===== config.mk =====
export PLATFORM = sky130hd
export DESIGN_NAME = mfp_irq_ctrl
export DESIGN_NICKNAME = d
export VERILOG_FILES = /design/src/rtl/mfp_irq_ctrl_pkg.sv /design/src/rtl/mfp_prio_enc16.sv /design/src/rtl/mfp_irq_ctrl.sv
export SDC_FILE = /design/constraint.sdc
export NUM_CORES = 1
export LEC_CHECK = 0
export ABC_AREA = 1
export BUFFER_PORTS_ARGS = -buffer_cell sky130_fd_sc_hd__clkbuf_2
export CAP_MARGIN = 20
export CORE_UTILIZATION = 45
export CTS_BUF_LIST = sky130_fd_sc_hd__clkbuf_2
export DETAILED_ROUTE_END_ITERATION = 10
export HOLD_SLACK_MARGIN = 0.12
export PLACE_DENSITY = 0.88
export SYNTH_ARGS = -nofsm -noshare
export SYNTH_HDL_FRONTEND = slang
export SYNTH_SLANG_ARGS = --single-unit

===== constraint.sdc =====
create_clock -name clk -period 2.76 [get_ports clk]
set_input_delay 0.552 -clock clk [delete_from_list [all_inputs] [get_ports clk]]
set_output_delay 0.552 -clock clk [all_outputs]
set_load 0.02 [all_outputs]

===== src/rtl/mfp_irq_ctrl_pkg.sv =====
// Shared types and helpers for the MFP 68901 interrupt scheduler.
package mfp_irq_pkg;

  localparam int         MFP_CH       = 16;
  localparam logic [7:0] MFP_SPUR_VEC = 8'h18;

  typedef enum logic [1:0] {
    IDLE = 2'd0,
    ACK  = 2'd1,
    HOLD = 2'd2
  } irq_state_t;

  typedef struct packed {
    logic       valid;
    logic [3:0] idx;
  } hi_bit_t;

  // Highest set bit of a 16-bit vector; valid is low when the vector is zero.
  function automatic hi_bit_t hi_bit16(input logic [15:0] v);
    hi_bit_t r;
    r.valid = 1'b0;
    r.idx   = 4'd0;
    for (int i = 0; i < 16; i++) begin
      if (v[i]) begin
        r.valid = 1'b1;
        r.idx   = i[3:0];
      end else begin
        r = r;
      end
    end
    return r;
  endfunction

endpackage


===== src/rtl/mfp_prio_enc16.sv =====
// Combinational 16-to-4 highest-bit priority encoder (bit 15 wins).
module mfp_prio_enc16
  import mfp_irq_pkg::*;
(
  input  logic [15:0] in_vec,
  output logic [3:0]  idx,
  output logic        valid
);

  hi_bit_t enc_s;

  assign enc_s = hi_bit16(in_vec);
  assign idx   = enc_s.idx;
  assign valid = enc_s.valid;

endmodule


===== src/rtl/mfp_irq_ctrl.sv =====
// MFP 68901 interrupt scheduler: masking, priority, in-service gating,
// CPU request and the interrupt-acknowledge sequence.
// Optional feature macro: MFP_ISR_EN (in-service register and S-mode).
// Without it the block runs as automatic end-of-interrupt and isr reads 0.
module mfp_irq_ctrl
  import mfp_irq_pkg::*;
#(
  parameter int         CH       = MFP_CH,
  parameter logic [7:0] SPUR_VEC = MFP_SPUR_VEC
) (
  input  logic          clk,
  input  logic          reset,
  input  logic [CH-1:0] ipr,
  input  logic [CH-1:0] imr,
  input  logic [7:0]    vr,
  input  logic          iack,
  input  logic          isr_wr,
  input  logic [CH-1:0] isr_wdata,
  output logic          irq,
  output logic [7:0]    vector,
  output logic          vector_valid,
  output logic          spurious,
  output logic [CH-1:0] ipr_clr,
  output logic [CH-1:0] isr
);

  irq_state_t    state_r;
  logic          iack_q_r;
  logic [3:0]    ch_q_r;
  logic [CH-1:0] elig_s;
  logic [CH-1:0] one_s;
  logic [3:0]    h_idx_s;
  logic          h_valid_s;
  logic [3:0]    s_idx_s;
  logic          s_valid_s;
  logic          iack_rise_s;
  logic          ack_go_s;
  logic          irq_next_s;
  logic          unused_s;

  assign elig_s      = ipr & imr;
  assign one_s       = {{(CH-1){1'b0}}, 1'b1};
  assign iack_rise_s = iack & ~iack_q_r;
  // Only a request that is still backed by an eligible channel starts an ACK.
  assign ack_go_s    = (state_r == IDLE) & iack_rise_s & irq & h_valid_s;

  mfp_prio_enc16 u_enc_elig (
    .in_vec (elig_s),
    .idx    (h_idx_s),
    .valid  (h_valid_s)
  );

  mfp_prio_enc16 u_enc_isr (
    .in_vec (isr),
    .idx    (s_idx_s),
    .valid  (s_valid_s)
  );

  // Next request: only evaluated while idle and not entering an acknowledge.
  always_comb begin
    irq_next_s = 1'b0;
    if ((state_r == IDLE) && !ack_go_s) begin
`ifdef MFP_ISR_EN
      irq_next_s = h_valid_s && (!s_valid_s || (h_idx_s > s_idx_s));
`else
      irq_next_s = h_valid_s;
`endif
    end else begin
      irq_next_s = 1'b0;
    end
  end

  // Acknowledge state machine with registered outputs.
  always_ff @(posedge clk or posedge reset) begin
    if (reset) begin
      state_r      <= IDLE;
      iack_q_r     <= 1'b0;
      ch_q_r       <= 4'd0;
      irq          <= 1'b0;
      vector       <= 8'h00;
      vector_valid <= 1'b0;
      spurious     <= 1'b0;
      ipr_clr      <= '0;
    end else begin
      iack_q_r <= iack;
      irq      <= irq_next_s;
      spurious <= 1'b0;
      ipr_clr  <= '0;
      case (state_r)
        IDLE: begin
          if (ack_go_s) begin
            state_r      <= ACK;
            ch_q_r       <= h_idx_s;
            vector       <= {vr[7:4], h_idx_s};
            vector_valid <= 1'b1;
            ipr_clr      <= one_s << h_idx_s;
          end else if (iack_rise_s) begin
            spurious     <= 1'b1;
            vector       <= SPUR_VEC;
            vector_valid <= 1'b1;
          end else begin
            vector_valid <= 1'b0;
          end
        end
        ACK: begin
          // Always passes through HOLD, even if iack already dropped.
          state_r      <= HOLD;
          vector_valid <= 1'b1;
        end
        HOLD: begin
          if (iack) begin
            vector_valid <= 1'b1;
          end else begin
            vector_valid <= 1'b0;
            state_r      <= IDLE;
          end
        end
        default: begin
          state_r      <= IDLE;
          vector_valid <= 1'b0;
        end
      endcase
    end
  end

`ifdef MFP_ISR_EN
  logic [CH-1:0] isr_r;
  logic [CH-1:0] isr_next_s;

  // In-service update: S clear wipes it, CPU write clears zeros, ACK set wins.
  always_comb begin
    isr_next_s = isr_r;
    if (!vr[3]) begin
      isr_next_s = '0;
    end else begin
      if (isr_wr) begin
        isr_next_s = isr_r & isr_wdata;
      end else begin
        isr_next_s = isr_r;
      end
      if (state_r == ACK) begin
        isr_next_s = isr_next_s | (one_s << ch_q_r);
      end else begin
        isr_next_s = isr_next_s;
      end
    end
  end

  // In-service register.
  always_ff @(posedge clk or posedge reset) begin
    if (reset) begin
      isr_r <= '0;
    end else begin
      isr_r <= isr_next_s;
    end
  end

  assign isr      = isr_r;
  assign unused_s = ^{vr[2:0]};
`else
  assign isr      = '0;
  assign unused_s = ^{vr[3:0], isr_wr, isr_wdata, ch_q_r, s_idx_s, s_valid_s};
`endif

endmodule

==> results.json <==
{
  "grt_max_degree": 31,
  "syn_to_final_growth_pct": 26.7,
  "clk_pin_slew_ns": 0.13,
  "die_x_um": 59.2,
  "cts.htree.levels": 2,
  "rr_startpoint": "state_r[0]",
  "worstSetupPathType": "primary input to flip-flop",
  "cp_num_buf_inv": 2,
  "path_delay_family": "compound AO/OA/AOI/OAI gates",
  "grt_pass1_wl_mm": 3.96,
  "cts_tree": "yes",
  "max_freq_mhz": 637,
  "boundaryPins": 103,
  "drt_iter0_drc": 49,
  "vias": 1198,
  "place.gp.congestion": 0.804,
  "yosys_warnings": 0,
  "final_util_pct": 60.6,
  "drc": 0,
  "p_leak_nw": 1.09,
  "cts-root-buf": "clkbuf_2",
  "critPathArrivalTime_ns": 1.81,
  "cp_cell_sequence": "clkbuf_2 -> nand2_1 -> nand2_1 -> a31oi_1 -> o21bai_1 -> a21oi_1 -> inv_1 -> nand4_1 -> nor2_1",
  "post-cts-setup-buffer-count": 0,
  "endpoint_kind": "flip-flop",
  "grt_usage_pct": 15.4,
  "cts.path.max_buffers": 2,
  "setup_tns_ns": 0,
  "synth.avg_cell_area_um2": 9.49,
  "synth_top_area_share_pct": 51.0,
  "ys_seq_area_share_pct": 51.0,
  "slowest_delay_ns": 0.39,
  "dp_hpwl_mm": 2.09,
  "min-delay-start": "iack",
  "slowest_stage": "a21oi_1",
  "dieHeight_um": 59.2,
  "rsz0062_at_grt": "no",
  "antenna_found_initial": 0,
  "setup_violations": 0,
  "drv_cap": 0,
  "rows": 20,
  "fin_area_um2": 1860,
  "rrSetupSlack_ns": 1.36,
  "avgRoutedWirePerCell_um": 9.40,
  "place.port_buffers": 65,
  "yosysTopAreaCell": "dfrtp_1",
  "power_density_nw_per_um2": 641,
  "via_per_inst": 4.39,
  "fin_crit_ns": 1.57,
  "wl_mm": 2.57,
  "r2r.worst_path.cells": 5,
  "core-area_um2": 3080,
  "clock_latency_ns": 0.34,
  "cp_max_fo": 6,
  "initial_utilization_pct": 47.8,
  "r2r_end": "vector[6]",
  "whs_ns": 0.334,
  "hold_buffers": 0,
  "period_share_pct": 56.8,
  "min_path_cells": 1,
  "synth.area.top_cells": "dfrtp_1 51%, nand2_1 8.9%, buf_4 8.2%, nor2_1 3.1%, nand2_2 3.0%",
  "drt-pass1-iter-count": 4,
  "clock-sinks": 30,
  "crit_required_ns": 3.00,
  "die-area_um2": 3500,
  "drive_above_1_share_pct": 45.9,
  "hold_class": "primary input to flip-flop",
  "antennaDiodeCount": 0,
  "min_to": "iack_q_r",
  "grt_pass1_vias": 1023,
  "grt_overflow_total": 0,
  "final_antenna_net_count": 0,
  "ys_types": 30,
  "finClkSkew_ns": 0.0118,
  "nets": 288,
  "synth_seq_cells": 30,
  "status": "finished, final reports clean",
  "ctsResizeCount": 0,
  "crit_top_cell": "nand2_1",
  "finalMaxSlewViolations": 0,
  "crit_path_start_kind": "primary input",
  "syn_area_um2": 1470,
  "dpl-instance-area_um2": 1790,
  "ir_drop_mv": 0.235,
  "hold_viol": 0,
  "synthCells": 155,
  "cts_buffers": 5
}
## power breakdown
group	total (W)	leakage, nW	internal, W	switching [W]
logic	0.000430	0.662	0.000156	0.000274
registers	0.000570	0.395	0.000518	0.0000518
clock network	0.000196	0.0304	0.0000623	0.000134
total	0.00120	1.09	0.000736	0.000459
## state kept, by name (all words and copies together) (netlist names)
name,flops
vector_valid,1
state_r,2
iack_q_r,1
irq,1
vector,8
spurious,1
ipr_clr,16
## cell usage after synthesis, drive strengths merged
library cell	number
nor4	1
nor2	22
a211oi	1
o21ai	5
buf	16
a22o	3
nand3	6
or2	1
dfrtp	30
a31oi	1
nor3	1
nand2	44
nand4	4
a21oi	2
inv	15
conb	1
o22ai	1
o21bai	1
## cell families (layout without fill, tap and decap cells)
kind of cell / count (synthesis) / after routing / synth area share (%)
flip-flops: 30 / 30 / 51.0
AND/OR/NAND/NOR: 79 / 79 / 29.2
AO/OA/AOI/OAI: 14 / 14 / 7.06
other: 1 / 16 / 0.255
buffers and inverters: 31 / 90 / 12.5
## placed cells by master, fill, tap and decap left out, types with 2 or more instances in the layout
master / count
nand2_4: 2
dfrtp_1: 30
nor2_1: 12
nand3_1: 4
nand2_1: 35
nand3_2: 2
inv_2: 4
nor2_4: 2
nor2_2: 7
o21ai_1: 2
nand2_2: 7
clkbuf_2: 71
a21oi_1: 2
inv_1: 9
conb_1: 16
a22o_1: 3
nand4_1: 4
## metal layers
layer,GRT usage (%),vias to the layer above,wire [um],part of all wire (%)
met3,4.59,4,183,7.1
met1,15.9,528,1000,39
met5,0,-,0,0
met4,7.14,0,34,1.3
met2,28.3,61,1340,52
li1,-,605,-,-
## stage by stage
| step | setup slack, ns | total power, W | instances |
|---|---|---|---|
| after floorplan | 1.11 | 0.000887 | 170 |
| after global placement | 0.866 | 0.000993 | 263 |
| after detailed placement | 0.844 | 0.00101 | 263 |
| after global routing | 1.10 | 0.00127 | 273 |
| after CTS | 1.22 | 0.00120 | 271 |
| final | 1.19 | 0.00120 | 273 |
## worst max path at each step
stage / start / endpoint / cells past startpoint
6_report: ipr[6] / ipr_clr[6] / 9
5_1_grt: ipr[7] / ipr_clr[6] / 9
4_1_cts: ipr[6] / ipr_clr[6] / 9
3_5_place_dp: ipr[6] / ipr_clr[6] / 9
3_3_place_gp: ipr[9] / ipr_clr[2] / 9
2_1_floorplan: ipr[8] / ipr_clr[10] / 12
## cell type report
class	count	area, um2
clock inverter	2	8.76
timing repair buffer	67	363
inverter	15	63.8
multi-input combinational	109	593
clock buffer	6	30.0
tap	44	55.1
fill	274	1210
sequential	30	751
(Power assumes the default switching activity.)
